<file path="src/rtl/ysyx_25020047_seq_ctrl.sv">
// ---------------------------------------------------------------------------
// ysyx_25020047_seq_ctrl
//
// Multi-cycle instruction sequencer for the NPC core. One instruction is in
// flight at a time:
//   IDLE -> FETCH -> WAIT_INST -> EXEC -> [MEM -> WAIT_MEM] -> WB -> FETCH
// Any protocol failure (illegal decode, response timeout) parks the
// sequencer in HALT until reset.
//
// Ports
//   clk, rst_n          clock, asynchronous active-low reset
//   ifu_req_valid  o    fetch request; the address is pc
//   ifu_req_ready  i    IFU accepts the fetch request
//   ifu_rsp_valid  i    instruction word valid (1-cycle pulse)
//   inst_latch_en  o    pulse: IR captures the IFU response
//   inst_type      i    one-hot decode of the latched instruction
//   dnpc           i    next PC computed by the WBU
//   pc             o    current PC register
//   lsu_req_valid  o    memory request
//   lsu_req_we     o    1 = store, 0 = load; stable while lsu_req_valid
//   lsu_req_ready  i    LSU accepts the memory request
//   lsu_rsp_valid  i    load data / store ack (1-cycle pulse)
//   rf_wen         o    GPR write enable (1-cycle pulse in WB)
//   csr_wen        o    CSR write enable (1-cycle pulse in WB)
//   commit         o    instruction retired (1-cycle pulse in WB)
//   halt           o    sticky halt flag
//   halt_code      o    0 none, 1 illegal inst_type, 2 IFU timeout,
//                       3 LSU timeout
// ---------------------------------------------------------------------------
module ysyx_25020047_seq_ctrl #(
  parameter logic [31:0] RESET_PC   = 32'h8000_0000,
  parameter logic [63:0] LOAD_MASK  = 64'h0000_00E0_0000_0060,
  parameter logic [63:0] STORE_MASK = 64'h0000_0000_0000_0184,
  parameter logic [63:0] NO_WB_MASK = 64'h0000_0100_F000_C184,
  parameter logic [63:0] CSR_MASK   = 64'h0000_0600_0000_0000,
  parameter int unsigned TIMEOUT    = 1023
) (
  input  logic        clk,
  input  logic        rst_n,
  output logic        ifu_req_valid,
  input  logic        ifu_req_ready,
  input  logic        ifu_rsp_valid,
  output logic        inst_latch_en,
  input  logic [63:0] inst_type,
  input  logic [31:0] dnpc,
  output logic [31:0] pc,
  output logic        lsu_req_valid,
  output logic        lsu_req_we,
  input  logic        lsu_req_ready,
  input  logic        lsu_rsp_valid,
  output logic        rf_wen,
  output logic        csr_wen,
  output logic        commit,
  output logic        halt,
  output logic [1:0]  halt_code
);

  typedef enum logic [2:0] {
    S_IDLE,
    S_FETCH,
    S_WAIT_INST,
    S_EXEC,
    S_MEM,
    S_WAIT_MEM,
    S_WB,
    S_HALT
  } state_e;

  typedef enum logic [1:0] {
    HC_NONE    = 2'd0,
    HC_ILLEGAL = 2'd1,
    HC_IFU_TO  = 2'd2,
    HC_LSU_TO  = 2'd3
  } halt_code_e;

  localparam int unsigned CNT_W     = 10;
  localparam logic [CNT_W-1:0] TIMEOUT_C = CNT_W'(TIMEOUT);

  state_e           state_q, state_d;
  logic [31:0]      pc_q, pc_d;
  logic [CNT_W-1:0] cnt_q, cnt_d;
  halt_code_e       code_q, code_d;
  logic             store_q, store_d;

  // ---------------------------------------------------------------------------
  // Decode of the latched instruction class
  // ---------------------------------------------------------------------------
  logic is_onehot;
  logic is_mem;
  logic is_store;
  logic no_wb;
  logic is_csr;

  // x & (x-1) clears the lowest set bit; zero afterwards means at most one bit.
  assign is_onehot = (inst_type != 64'd0) &&
                     ((inst_type & (inst_type - 64'd1)) == 64'd0);
  assign is_mem    = |(inst_type & (LOAD_MASK | STORE_MASK));
  assign is_store  = |(inst_type & STORE_MASK);
  assign no_wb     = |(inst_type & NO_WB_MASK);
  assign is_csr    = |(inst_type & CSR_MASK);

  // ---------------------------------------------------------------------------
  // Shared wait counter: saturates at all-ones instead of wrapping, so a stuck
  // counter can never alias back to a small value and mask a timeout.
  // ---------------------------------------------------------------------------
  logic [CNT_W-1:0] cnt_inc;
  logic             timeout_hit;

  assign cnt_inc     = (cnt_q == '1) ? cnt_q : cnt_q + CNT_W'(1);
  // Timeout fires in the cycle the counter reaches TIMEOUT; a response in that
  // same cycle is checked first and therefore wins.
  assign timeout_hit = (cnt_inc == TIMEOUT_C);

  // ---------------------------------------------------------------------------
  // Next-state and output logic
  // ---------------------------------------------------------------------------
  always_comb begin
    // NOTE: every signal written here gets a default first; a path that leaves
    // one unassigned would infer a latch. Combinational blocks use blocking '='.
    state_d       = state_q;
    pc_d          = pc_q;
    cnt_d         = cnt_q;
    code_d        = code_q;
    store_d       = store_q;
    ifu_req_valid = 1'b0;
    inst_latch_en = 1'b0;
    lsu_req_valid = 1'b0;
    lsu_req_we    = 1'b0;
    rf_wen        = 1'b0;
    csr_wen       = 1'b0;
    commit        = 1'b0;
    halt          = 1'b0;

    unique case (state_q)
      S_IDLE: begin
        state_d = S_FETCH;
      end

      S_FETCH: begin
        // Request held until accepted; the counter does not run here.
        ifu_req_valid = 1'b1;
        if (ifu_req_ready) begin
          state_d = S_WAIT_INST;
          cnt_d   = '0;
        end
      end

      S_WAIT_INST: begin
        if (ifu_rsp_valid) begin
          inst_latch_en = 1'b1;
          state_d       = S_EXEC;
        end else begin
          cnt_d = cnt_inc;
          if (timeout_hit) begin
            state_d = S_HALT;
            code_d  = HC_IFU_TO;
          end
        end
      end

      S_EXEC: begin
        // IDU/EXU/WBU have had one cycle to settle on the latched instruction.
        if (!is_onehot) begin
          state_d = S_HALT;
          code_d  = HC_ILLEGAL;
        end else if (is_mem) begin
          state_d = S_MEM;
          store_d = is_store;
        end else begin
          state_d = S_WB;
        end
      end

      S_MEM: begin
        // Direction comes from a register so it cannot glitch while valid.
        lsu_req_valid = 1'b1;
        lsu_req_we    = store_q;
        if (lsu_req_ready) begin
          state_d = S_WAIT_MEM;
          cnt_d   = '0;
        end
      end

      S_WAIT_MEM: begin
        if (lsu_rsp_valid) begin
          state_d = S_WB;
        end else begin
          cnt_d = cnt_inc;
          if (timeout_hit) begin
            state_d = S_HALT;
            code_d  = HC_LSU_TO;
          end
        end
      end

      S_WB: begin
        // ecall needs nothing special: dnpc already carries mtvec.
        commit  = 1'b1;
        rf_wen  = !no_wb;
        csr_wen = is_csr;
        pc_d    = dnpc;
        state_d = S_FETCH;
      end

      S_HALT: begin
        // Absorbing: no requests, no enables, pc and halt_code frozen.
        halt = 1'b1;
      end

      default: begin
        state_d = S_IDLE;
      end
    endcase
  end

  // ---------------------------------------------------------------------------
  // State registers
  // ---------------------------------------------------------------------------
  always_ff @(posedge clk or negedge rst_n) begin
    // NOTE: sequential state uses non-blocking '<=' so every register samples
    // the pre-edge values of the others.
    if (!rst_n) begin
      state_q <= S_IDLE;
      pc_q    <= RESET_PC;
      cnt_q   <= '0;
      code_q  <= HC_NONE;
      store_q <= 1'b0;
    end else begin
      state_q <= state_d;
      pc_q    <= pc_d;
      cnt_q   <= cnt_d;
      code_q  <= code_d;
      store_q <= store_d;
    end
  end

  assign pc        = pc_q;
  assign halt_code = code_q;

endmodule

</file>
<file path="config.mk">
export PLATFORM = sky130hd
export DESIGN_NAME = ysyx_25020047_seq_ctrl
export DESIGN_NICKNAME = d
export VERILOG_FILES = /design/src/rtl/ysyx_25020047_seq_ctrl.sv
export SDC_FILE = /design/constraint.sdc
export NUM_CORES = 1
export LEC_CHECK = 0
export CORE_MARGIN = 1.5
export CORE_UTILIZATION = 43
export DETAILED_ROUTE_END_ITERATION = 12
export GPL_TIMING_DRIVEN = 0
export PLACE_DENSITY = 0.82
export SETUP_SLACK_MARGIN = 0.3
export SLEW_MARGIN = 20
export SYNTH_ARGS = -nofsm -noshare
export SYNTH_HDL_FRONTEND = slang
export SYNTH_SLANG_ARGS = --single-unit
export TNS_END_PERCENT = 100
</file>
<file path="constraint.sdc">
create_clock -name clk -period 3.6 [get_ports clk]
set_clock_uncertainty 0.1 [all_clocks]
set_input_delay 0.9 -clock clk [delete_from_list [all_inputs] [get_ports clk]]
set_output_delay 0.9 -clock clk [all_outputs]
set_load 0.005 [all_outputs]
</file>
# == Yosys cells after proc, flatten, opt, wreduce, memory -nomap -nowiden ==
# Index checks and enable logic that the tools add are counted.
# op_classes
n_addsub,2
multipliers,0
div_mod_pow,0
n_lt_le_gt_ge,0
n_eq_ne,16
n_shift,0
muxes,29
n_bitwise,1
n_reduce_logical,17
# op_table
op,count
$and 64x64->64,1
$logic_not 64->1,1
$reduce_bool 64->1,1
$sub 64x1->64 const B,1
$mux 10,5
$pmux 10 s4,1
$eq 10x10->1 const B,2
$pmux 3 s6,1
$mux 3,5
$mux 2,7
$ne 2x2->1 const B,7
$eq 3x3->1 const B,4
$add 10x1->10 const B,1
$reduce_or 10->1,1
$mux 1,9
$reduce_or 8->1,1
$eq 3x2->1 const B,2
$pmux 2 s3,1
$reduce_and 3->1,2
$reduce_and 6->1,1
$reduce_bool 6->1,1
$reduce_and 5->1,1
$reduce_bool 4->1,1
$reduce_or 2->1,2
6 further kinds,6
# word_totals
ff_bits,48
latchBits,0
mem_bits_rw,0
rom_bits,0
input_bits,102
output_inout_bits,42
elab_cells,70
n_memories,0

# == Longest topological paths before layout ==
# Gate-level depths: netlist (run 1).
# logic_depth
depth_word,6
ltp_mapped,11

# == Least setup slack after synthesis (run 1) ==
# OpenSTA, ideal clock, no wires.
# synth_timing
path_kind,input to register
from,in inst_type[15]
to,reg state_q[1]
setup_time_ns,0.121
arrival_time_ns,3.917
slack_ns,-0.538
cell_stages,10
path_buffers,1
path_cell_list,or3_1 > or2_4 > or4_4 > buf_6 > o41a_1 > a2111o_1 > a2111oi_4 > nand4_2 > or3_1 > a22o_1
# synth_between
elab_chain_cells,6
elab_cells_between_ends,7
classes_between,add/sub: 1; mux: 2; bitwise: 1; reduce/logical: 3
# synth_rtl
item,line,rtl
start: declaration,44,"input logic [63:0] inst_type,"
$sub 64x1->64,96,((inst_type & (inst_type - 64'd1)) == 64'd0);
$and 64x64->64,96,
$logic_not 64->1,96,
$logic_and 1x1->1 (*),95,assign is_onehot = (inst_type != 64'd0) &&
$mux 2 (*),163,if (!is_onehot) begin
$pmux 3 s6 (*),134,unique case (state_q)
end signal: assignment,229,state_q <= state_d;
end: declaration,79,"state_e state_q, state_d;"
# Every way passes the cells marked *; elsewhere a longest branch is shown, timed or not.
# A chain may end at the register's enable or synchronous reset.

# == Final worst setup path (run 1) ==
# layout_timing
from,in inst_type[23]
to,reg state_q[1]
# Same word-level chain as after synthesis.

==> flow_metrics.py, run 1 <==
metrics = {
    "status": {
        "outcome": "finished, violations left",
        "violations": "setup timing",
    },
    "clock_network": {
        "cts_hold_buf": 0,
        "path_clk_slew_ps": 100,
        "clock_path_buffers": 2,
        "cts.sink_count": 48,
        "cts_root_buffer": "clkbuf_8",
        "htree_levels": 2,
        "clk_latency_ps": 300,
        "cts_tree": "built",
        "cts_buffers": 5,
    },
    "worst_hold_path": {
        "hp-class": "register to register",
        "min-delay-start": "pc[28]$_DFFE_PN0P_",
        "min_delay_path_depth": 1,
    },
    "synthesis": {
        "syn_area_sq_um": 3310,
        "yosysSeqAreaShare_pct": 36.3,
        "synth_edf_count": 0,
        "synth_area_per_cell_sq_um": 9.02,
        "netlist_top_cells_area": "dfrtp_1, mux2_2, o21ai_0",
        "async_flop_share_pct": 100,
        "synth_top_area_share_pct": 35.5,
        "synth_top_cell_by_area": "dfrtp_1",
        "syn_inst": 367,
        "synth_warnings": 0,
        "syn_nets": 470,
        "ys_types": 57,
        "synthFlopType": "dfrtp_1",
        "synth_seq_cells": 48,
    },
    "worst_setup_path": {
        "slowest_delay_ps": 550,
        "cp_num_cells": 11,
        "cp.buffers_inverters": 2,
        "required_ps": 3700,
        "worstSetupPathType": "input pin to register",
        "crit_chain": "buf_6 -> or4_4 -> or4_4 -> nor4_4 -> buf_4 -> nand3_4 -> o22a_1 -> a2111oi_4 -> nand4_2 -> or3_1 -> a22o_1",
        "critical-path-top-delay-family": "simple AND/OR/NAND/NOR gates",
        "crit_top_cell": "or4_4",
        "crit-reg2reg-launch": "cnt_q[0]$_DFFE_PN0P_",
        "critPathMaxFanout": 5,
        "critPathArrivalTime_ps": 3920,
        "reg2regPathDepth": 9,
        "cp-startpoint": "inst_type[23]",
        "critPathLaunchType": "input pin",
        "crit_slowest_cell": "or4_4",
        "cp-end-kind": "register",
    },
    "floorplanning": {
        "rows": 31,
        "io_pins": 144,
        "core_area_sq_um": 7330,
        "die_area_sq_um": 8230,
        "start_util_pct": 45.1,
        "die_x_microns": 90.7,
        "die_y_microns": 90.7,
    },
    "place": {
        "pre_cts_ws_ps": -1340,
        "dp_cells": 610,
        "portBuffers": 143,
        "dp_hpwl_mm": 8.48,
        "place.gp.congestion": 1.02,
        "placed_cell_area_sq_um": 4900,
    },
    "power_and_ir_drop": {
        "ir_drop_mv": 0.491,
        "p_leak_nw": 2.19,
        "p_per_area_nw_per_um2": 484,
        "p_total_mw": 2.64,
    },
    "finish": {
        "nFillCells": 509,
        "diodes": 0,
        "stdcell_count": 636,
        "drive_gt1_share_pct": 24.2,
        "final_nets": 639,
        "multiInputGateArea_sq_um": 2300,
        "fin_area_sq_um": 5450,
        "seqCellArea_sq_um": 1200,
        "area.growth.synth_to_final_pct": 64.7,
        "fin_util_pct": 74.4,
    },
    "timing": {
        "finalCritPeriodShare_pct": 106,
        "layout_setup_ws_ps": -222,
        "worst_pin_slew_ps": 584,
        "period_needed_ps": 3820,
        "max_slew_margin_pct": 60.6,
        "worst_hold_slack_ps": 413,
        "timing.fmax_ghz": 0.262,
        "drv_slew": 0,
        "setup_tns_ps": -666,
        "finalHoldViolCount": 0,
        "final-setup-viol-count": 5,
        "rsz0062_at_grt": "true",
    },
    "drt": {
        "drt-total-wl_mm": 11.7,
        "drtIter0Drc": 243,
        "viasPerCell": 6.08,
        "ant_nets": 0,
        "vias": 3868,
        "wl_per_cell_microns": 18.4,
        "drt_first_pass_iters": 5,
        "drc_errors": 0,
    },
    "global_route": {
        "overflow": 0,
        "grt_pass1_wl_mm": 18.5,
        "grt_max_degree": 32,
        "antenna_found_initial": 0,
        "grtUsageTotal_pct": 27.5,
        "grt_pass1_vias": 3866,
    },
    "job": {
        "max_cap_viol_count": 0,
    },
}
[timing repair]
action,CTS,global route
buffers inserted,11,6
pin swaps,20,23
resized for setup,87,65
setup endpoints to repair,8,8
cloned,0,1
[state kept, by name, indices dropped and copies added (netlist names)]
signal	flops
state_q	3
store_q	1
pc	32
halt_code	2
cnt_q	10
[cell families after synthesis]
kind of cell | Yosys count | synth area share, %
buf+inv | 22 | 2.72
flops | 48 | 36.3
fa+ha+maj | 5 | 1.59
mux | 36 | 12.2
compound gates | 105 | 21.8
simple gates | 151 | 25.4
[final timing paths]
check	end	slack (ps)
worst min register to register	pc[28]$_DFFE_PN0P_	410
worst min-delay path	pc[28]$_DFFE_PN0P_	410
min in group asynchronous	pc[8]$_DFFE_PN0P_	420
worst max register to register	halt_code[0]$_DFFE_PN0P_	470
worst max-delay path	state_q[1]$_DFFE_PN0P_	-220
max in group asynchronous	pc[26]$_DFFE_PN0P_	2460
[worst reg2reg max path: stages (launching register included)]
cell,delay (ps)
dfrtp_1,430
ha_1,310
nand3_1,180
nor2_1,370
nand4_1,300
o211a_1,220
o32a_1,160
or4_1,590
o21ai_0,210
o221ai_1,140
[final cells by class]
class	instances	share of cell area (%)
multi-input combinational	297	42.3
tap	99	2.27
buffer	16	1.65
clock buffer	5	1.26
inverter	6	0.413
clock inverter	3	1.26
timing repair buffer	162	28.8
sequential	48	22.1
[metal layers]
metal	up-vias	track usage (%)	wire length [microns]
li1	1780	-	-
met1	1806	32.4	4440
met2	242	47.4	5730
met3	40	7.58	1160
met4	0	10.2	361
met5	-	0	0
[cells in the mapped netlist (8+ instances only)]
library cell	count
nor3_1	12
or3_1	12
nand2_1	22
a21oi_1	17
nor2_1	31
nand4_1	8
dfrtp_1	47
clkbuf_1	15
o21ai_0	28
o41ai_1	8
or4_1	11
nand3_1	14
a31oi_1	9
o31ai_1	8
mux2_2	34
[cell usage in the layout, fill, tap and decap left out, types with 5 or more instances in the layout]
cell type / instances
buf_2: 6
dfrtp_1: 47
dlymetal6s2s_1: 11
clkdlybuf4s50_1: 106
nand2_1: 20
or4_4: 6
inv_1: 6
clkbuf_2: 11
a21oi_1: 17
or4_1: 7
o21ai_0: 28
clkbuf_8: 5
clkbuf_1: 10
nand2b_1: 5
nor2_1: 31
mux2_2: 34
o31ai_1: 6
nand4_1: 8
a31oi_1: 9
nor3_1: 8
buf_4: 15
nand3_1: 11
or3_4: 5
or3_1: 7
buf_6: 9
and3_1: 7
dlygate4sd2_1: 5
[power by group]
part	switching, mW	leakage, nW	internal (mW)
Sequential	0.131	0.580	0.760
Clock	0.195	0.0687	0.280
Combinational	0.516	1.54	0.760
Note: power is estimated with default switching activity, not from simulation.
==> inputs of run 2 (changes only) <==
--- a/config.mk
+++ b/config.mk
@@ -7,11 +7,12 @@
 export LEC_CHECK = 0
 export CORE_MARGIN = 1.5
 export CORE_UTILIZATION = 43
+export CTS_CLUSTER_DIAMETER = 30
 export DETAILED_ROUTE_END_ITERATION = 12
 export GPL_TIMING_DRIVEN = 0
 export PLACE_DENSITY = 0.82
 export SETUP_SLACK_MARGIN = 0.3
-export SLEW_MARGIN = 20
+export SLEW_MARGIN = 10
 export SYNTH_ARGS = -nofsm -noshare
 export SYNTH_HDL_FRONTEND = slang
 export SYNTH_SLANG_ARGS = --single-unit
==> results of run 2 <==
No change in the layout: final DEF, timing and power equal those of run 1.
==> inputs of run 3 (changes only) <==
--- a/config.mk
+++ b/config.mk
@@ -5,12 +5,13 @@
 export SDC_FILE = /design/constraint.sdc
 export NUM_CORES = 1
 export LEC_CHECK = 0
-export CORE_MARGIN = 1.5
+export CAP_MARGIN = 30
+export CORE_MARGIN = 4
 export CORE_UTILIZATION = 43
 export CTS_CLUSTER_DIAMETER = 30
 export DETAILED_ROUTE_END_ITERATION = 12
 export GPL_TIMING_DRIVEN = 0
-export PLACE_DENSITY = 0.82
+export PLACE_DENSITY = 0.93
 export SETUP_SLACK_MARGIN = 0.3
 export SLEW_MARGIN = 10
 export SYNTH_ARGS = -nofsm -noshare
==> flow_metrics.py, run 3 (synthesized netlist as in run 1, its figures left out) <==
metrics = {
    "floorplanning": {
        "die_y_microns": 95.7,
        "io_pins": 144,
        "rows": 31,
        "core_area_sq_um": 7370,
        "start_util_pct": 44.9,
        "die_area_sq_um": 9160,
        "die_x_microns": 95.7,
    },
    "global_route": {
        "grt_pass1_vias": 3837,
        "grt_max_degree": 31,
        "grtUsageTotal_pct": 25.3,
        "overflow": 0,
        "grt_pass1_wl_mm": 18.4,
        "antenna_found_initial": 0,
    },
    "finish": {
        "diodes": 0,
        "largest_reg_flops": 32,
        "final_common_cell": "clkdlybuf4s50_1",
        "final_nets": 637,
        "nFillCells": 525,
        "fin_util_pct": 72.3,
        "multiInputGateArea_sq_um": 2260,
        "layout.cells.most_common_list": "clkdlybuf4s50_1, dfrtp_1, mux2_2",
        "area.growth.synth_to_final_pct": 60.9,
        "seqCellArea_sq_um": 1200,
        "drive_gt1_share_pct": 23.4,
    },
    "worst_setup_path": {
        "crit_slowest_cell": "or4_4",
        "slowest_delay_ps": 560,
        "worstSetupPathType": "input pin to register",
        "required_ps": 3690,
        "crit_chain": "buf_6 -> or4_4 -> or4_4 -> buf_8 -> buf_8 -> o41ai_4 -> nand4_1 -> a2111oi_4 -> nand4_2 -> or3_1 -> a22o_1",
        "critPathLaunchType": "input pin",
        "cp-end-kind": "register",
        "critPathArrivalTime_ps": 4070,
        "critPathMaxFanout": 6,
    },
    "timing": {
        "period_needed_ps": 3980,
        "finalCritPeriodShare_pct": 111,
        "timing.fmax_ghz": 0.251,
        "worst_pin_slew_ps": 547,
        "layout_setup_ws_ps": -381,
        "drv_slew": 0,
        "rsz0062_at_grt": "true",
        "finalHoldViolCount": 0,
        "max_slew_margin_pct": 63.3,
        "worst_hold_slack_ps": 410,
        "final-setup-viol-count": 5,
    },
    "drt": {
        "drt-total-wl_mm": 12.3,
        "wl_per_cell_microns": 19.4,
        "drt_first_pass_iters": 5,
        "vias": 3888,
        "drtIter0Drc": 231,
        "drc_errors": 0,
        "viasPerCell": 6.13,
        "ant_nets": 0,
    },
    "status": {
        "outcome": "finished, violations left",
        "violations": "setup timing",
    },
    "clock_network": {
        "path_clk_slew_ps": 90,
        "clock_path_buffers": 2,
        "cts.sink_count": 48,
        "cts_tree": "built",
        "cts_buffers": 5,
        "cts_hold_buf": 0,
        "htree_levels": 2,
        "cts_root_buffer": "clkbuf_8",
        "clk_latency_ps": 300,
    },
    "job": {
        "max_cap_viol_count": 0,
    },
    "place": {
        "portBuffers": 143,
        "place.gp.congestion": 0.966,
        "dp_hpwl_mm": 9.18,
        "pre_cts_ws_ps": -1350,
    },
    "power_and_ir_drop": {
        "p_per_area_nw_per_um2": 472,
        "ir_drop_mv": 0.428,
        "p_total_mw": 2.51,
        "p_leak_nw": 2.10,
    },
    "worst_hold_path": {
        "hp-class": "register to register",
    },
}
## run 3: cell type report
cell class / count / area share, %
multi-input cells: 297 / 42.5
repair buffers: 160 / 28.6
flip-flops and latches: 48 / 22.6
well taps: 99 / 2.33
plain buffers: 16 / 1.79
clock buffers: 6 / 1.55
inverters: 6 / 0.423
clock inverters: 2 / 0.282
## run 3: repair_timing
item                                   4_1_cts  5_1_grt
pin swaps                                   20       23
setup endpoints to repair                    8        9
endpoints found under the hold margin        0        0
resized for setup                           83       62
buffers inserted                            10        6
## run 3: path summary, 6_finish.rpt
| kind | start | end | slack [ps] | cells after the start |
|---|---|---|---|---|
| max | inst_type[11] | state_q[1]$_DFFE_PN0P_ | -380 | 11 |
| min | pc[24]$_DFFE_PN0P_ | pc[24]$_DFFE_PN0P_ | 410 | 1 |
| max reg2reg | cnt_q[1]$_DFFE_PN0P_ | state_q[1]$_DFFE_PN0P_ | 490 | 9 |
| min reg2reg | pc[24]$_DFFE_PN0P_ | pc[24]$_DFFE_PN0P_ | 410 | 1 |
| max in group asynchronous | rst_n | pc[31]$_DFFE_PN1P_ | 2390 | 2 |
| min in group asynchronous | rst_n | pc[14]$_DFFE_PN0P_ | 430 | 1 |
## run 3: layer usage
layer | global-route usage, % | vias up | wire, microns
met5 | 0 | - | 0
met4 | 9.24 | 0 | 350
met3 | 4.69 | 39 | 1080
met2 | 47.3 | 248 | 6500
met1 | 28.5 | 1824 | 4350
li1 | - | 1777 | -
## run 3: through the flow
stage,area (sq um),TNS (ps),cells
final,5330,-1370,634
after global routing,5330,-1720,634
after CTS,5160,-1770,628
after detailed placement,4900,-5680,610
after global placement,4890,-5750,609
after floorplan,3330,-592,367
## run 3: critical path, delay by kind of cell
family / cells / cell delay, ps
buf+inv: 3 / 370
compound gates: 3 / 970
simple gates: 5 / 1840
## run 3: power by group
group	switching, mW	internal [mW]
Clock	0.180	0.156
Combinational	0.528	0.756
Sequential	0.134	0.760
Total	0.842	1.67
==> patch (config.mk and constraints of run 1) <==
Set the localparam `CNT_W` to 12 (it was 10).
--- a/src/rtl/ysyx_25020047_seq_ctrl.sv
+++ b/src/rtl/ysyx_25020047_seq_ctrl.sv
@@ -73,7 +73,7 @@
     HC_LSU_TO  = 2'd3
   } halt_code_e;
 
-  localparam int unsigned CNT_W     = 10;
+  localparam int unsigned CNT_W     = 12;
   localparam logic [CNT_W-1:0] TIMEOUT_C = CNT_W'(TIMEOUT);
 
   state_e           state_q, state_d;
Function: same outputs for any inputs over 10 cycles, from zero or initial values and one cycle with rst_n low; that may be too few to reach the edited logic, so the function may still have changed.
==> patch against run 1 <==
The flow still finishes with violations (setup timing); worst setup slack worse by 0.038 ns; cell area down 1.7%; core utilization down 1.6 points; critical endpoint is now state_q[0]$_DFFE_PN0P_; routed wire length down 6.1%; largest cell class unchanged; global-route usage down 2.1 points; synthesized area up 0.57%; clock power down 34%; total power down 3.0%; sequential share of layout area up 1.3 points; sequential cell count up 2; non-clock buffer count down 2.
==> patch: results (changes against run 1) <==
Setup-failing EPs final: 5 (unchanged)
Peak supply drop: 0.222 mV (-55%)
worst hold-check path type: flop to flop
violated checks: setup timing
pin count of the biggest net entering global routing: 33 (+3.1%)
via count of the first global-routing pass: 3744 (-3.2%)
final setup margin: -0.259 ns (-0.0376 ns)
critical register-to-register path endpoint: halt_code[1]$_DFFE_PN0P_
number of flip-flops under the largest register name: 32 (unchanged)
total length of routed wires: 11000 um (-6.1%)
worst r2r path cells: 10 (+1)
Nets: 645 (+0.94%)
standard cell area after detailed placement: 4910 um^2 (about the same)
result of the run: finished, violations left
crit path from: inst_type[35]
register-to-register setup slack: 0.75 ns (+0.28 ns)
antenna violations before repair: 0 (unchanged)
accumulated negative setup slack: -0.925 ns (-0.258 ns)
Distinct cells, synth: 55 (-3.5%)
Starting DRT DRC Count: 221 (-9.1%)
origin of the critical flop-to-flop path: cnt_q[0]$_DFFE_PN0P_
top cell types by occurrence after synthesis: dfrtp_1 (49), nor2_1 (33), mux2_2 (32), nand2_1 (32), o21ai_0 (30)
largest buffer count on any clock path: 2 (unchanged)
fill cell count: 554 (+8.8%)
drt via density: 5.99 (-1.5%)
global-route wire length before repair: 17400 um (-6.1%)
layout cells sized above 1: 0.239 (-0.00267)
number of CTS-inserted buffers: 5 (unchanged)
CTS clock-pin slew for the worst setup and hold paths: 0.08 ns (-0.02 ns)
gr usage total: 0.254 (-0.0206)
Slew headroom: 0.600 (-0.00563)
main area contributors after synthesis: dfrtp_1 (37%), mux2_2 (11%), o21ai_0 (4.5%)
part of the Yosys area used for sequential elements: 0.376 (+0.0130)
Final Wtd Congestion: 0.967 (-5.6%)
last element of the critical path: state_q[0]$_DFFE_PN0P_
crit-path max cell delay: 0.50 ns (-0.05 ns)
standby leakage power: 2.08 nW (-4.8%)
Detailed Place HPWL: 7950 um (-6.3%)
total nets after synthesis: 475 (+1.1%)
ant diodes: 0 (unchanged)
cell area after layout: 5360 um^2 (-1.7%)
patch: cell types whose count changed after synthesis, moves of 4 or more:
cell	before	now
a31oi_1	9	5
nand2_1	22	32
nand3_1	14	6
nand4_1	8	12
patch: cell families after synthesis:
group / Yosys count / synth area share
XOR/XNOR: 3 / 0.00790
AND/OR/NAND/NOR: 162 / 0.265
flip-flops: 50 / 0.376
AO/OA/AOI/OAI: 105 / 0.213
multiplexers: 32 / 0.108
buffers and inverters: 18 / 0.0226
adder cells (fa/ha/maj): 2 / 0.00677
patch: cell type report:
type,count,share of cell area
tap,99,0.0231
buffer,13,0.0161
clock inverter,2,0.00257
sequential,50,0.234
multi-input combinational,304,0.417
timing repair buffer,163,0.291
clock buffer,6,0.0135
inverter,5,0.00350
patch: how the worst min path moves through the flow:
stage                               startpoint                   end  slack (ns)  depth (start not counted)
after floorplan           cnt_q[5]$_DFFE_PN0P_  cnt_q[5]$_DFFE_PN0P_        0.38                          1
after global placement      pc[21]$_DFFE_PN0P_    pc[21]$_DFFE_PN0P_        0.38                          1
after detailed placement    pc[13]$_DFFE_PN0P_    pc[13]$_DFFE_PN0P_        0.39                          1
after CTS                   pc[13]$_DFFE_PN0P_    pc[13]$_DFFE_PN0P_        0.41                          1
after global routing        pc[14]$_DFFE_PN0P_    pc[14]$_DFFE_PN0P_        0.42                          1
final                        pc[0]$_DFFE_PN0P_     pc[0]$_DFFE_PN0P_        0.41                          1
patch: where the power goes:
part / leakage, nW / internal, mW / switching [mW]
combinational: 1.44 / 0.785 / 0.529
sequential: 0.604 / 0.793 / 0.138
clock: 0.0452 / 0.137 / 0.177
total: 2.08 / 1.72 / 0.845
patch: metal layers:
| metal | GRT usage | wire (um) | vias to the layer above |
|---|---|---|---|
| li1 | - | - | 1795 |
| met1 | 0.308 | 4360 | 1798 |
| met2 | 0.463 | 5490 | 220 |
| met3 | 0.0410 | 801 | 32 |
| met4 | 0.0664 | 315 | 0 |
| met5 | 0 | 0 | - |
patch: repair_timing:
action	4_1_cts	5_1_grt
endpoints found under the setup margin	8	9
hold buffers	0	0
resized for setup	98	57
buffers inserted	16	3
pin swaps	28	16
patch: worst reg2reg max path: stages (launching register included):
cell and delay, ns:
dfrtp_1 0.42, ha_1 0.24, and3_1 0.21, and3_1 0.16
clkbuf_1 0.21, nand4_1 0.24, o31ai_1 0.32, nand4_1 0.32
nor3_1 0.29, a21oi_2 0.05, a21o_1 0.18
patch: per-stage QoR:
stage	cells	util	power, mW	setup slack [ns]	hold slack, ns
2_1_floorplan	372	-	1.51	-0.234	0.377
3_3_place_gp	614	0.664	2.18	-1.09	0.385
3_5_place_dp	615	0.666	2.23	-1.09	0.393
4_1_cts	639	0.707	2.56	-0.347	0.413
5_1_grt	642	0.728	2.74	-0.448	0.422
6_report	642	0.728	2.56	-0.259	0.408
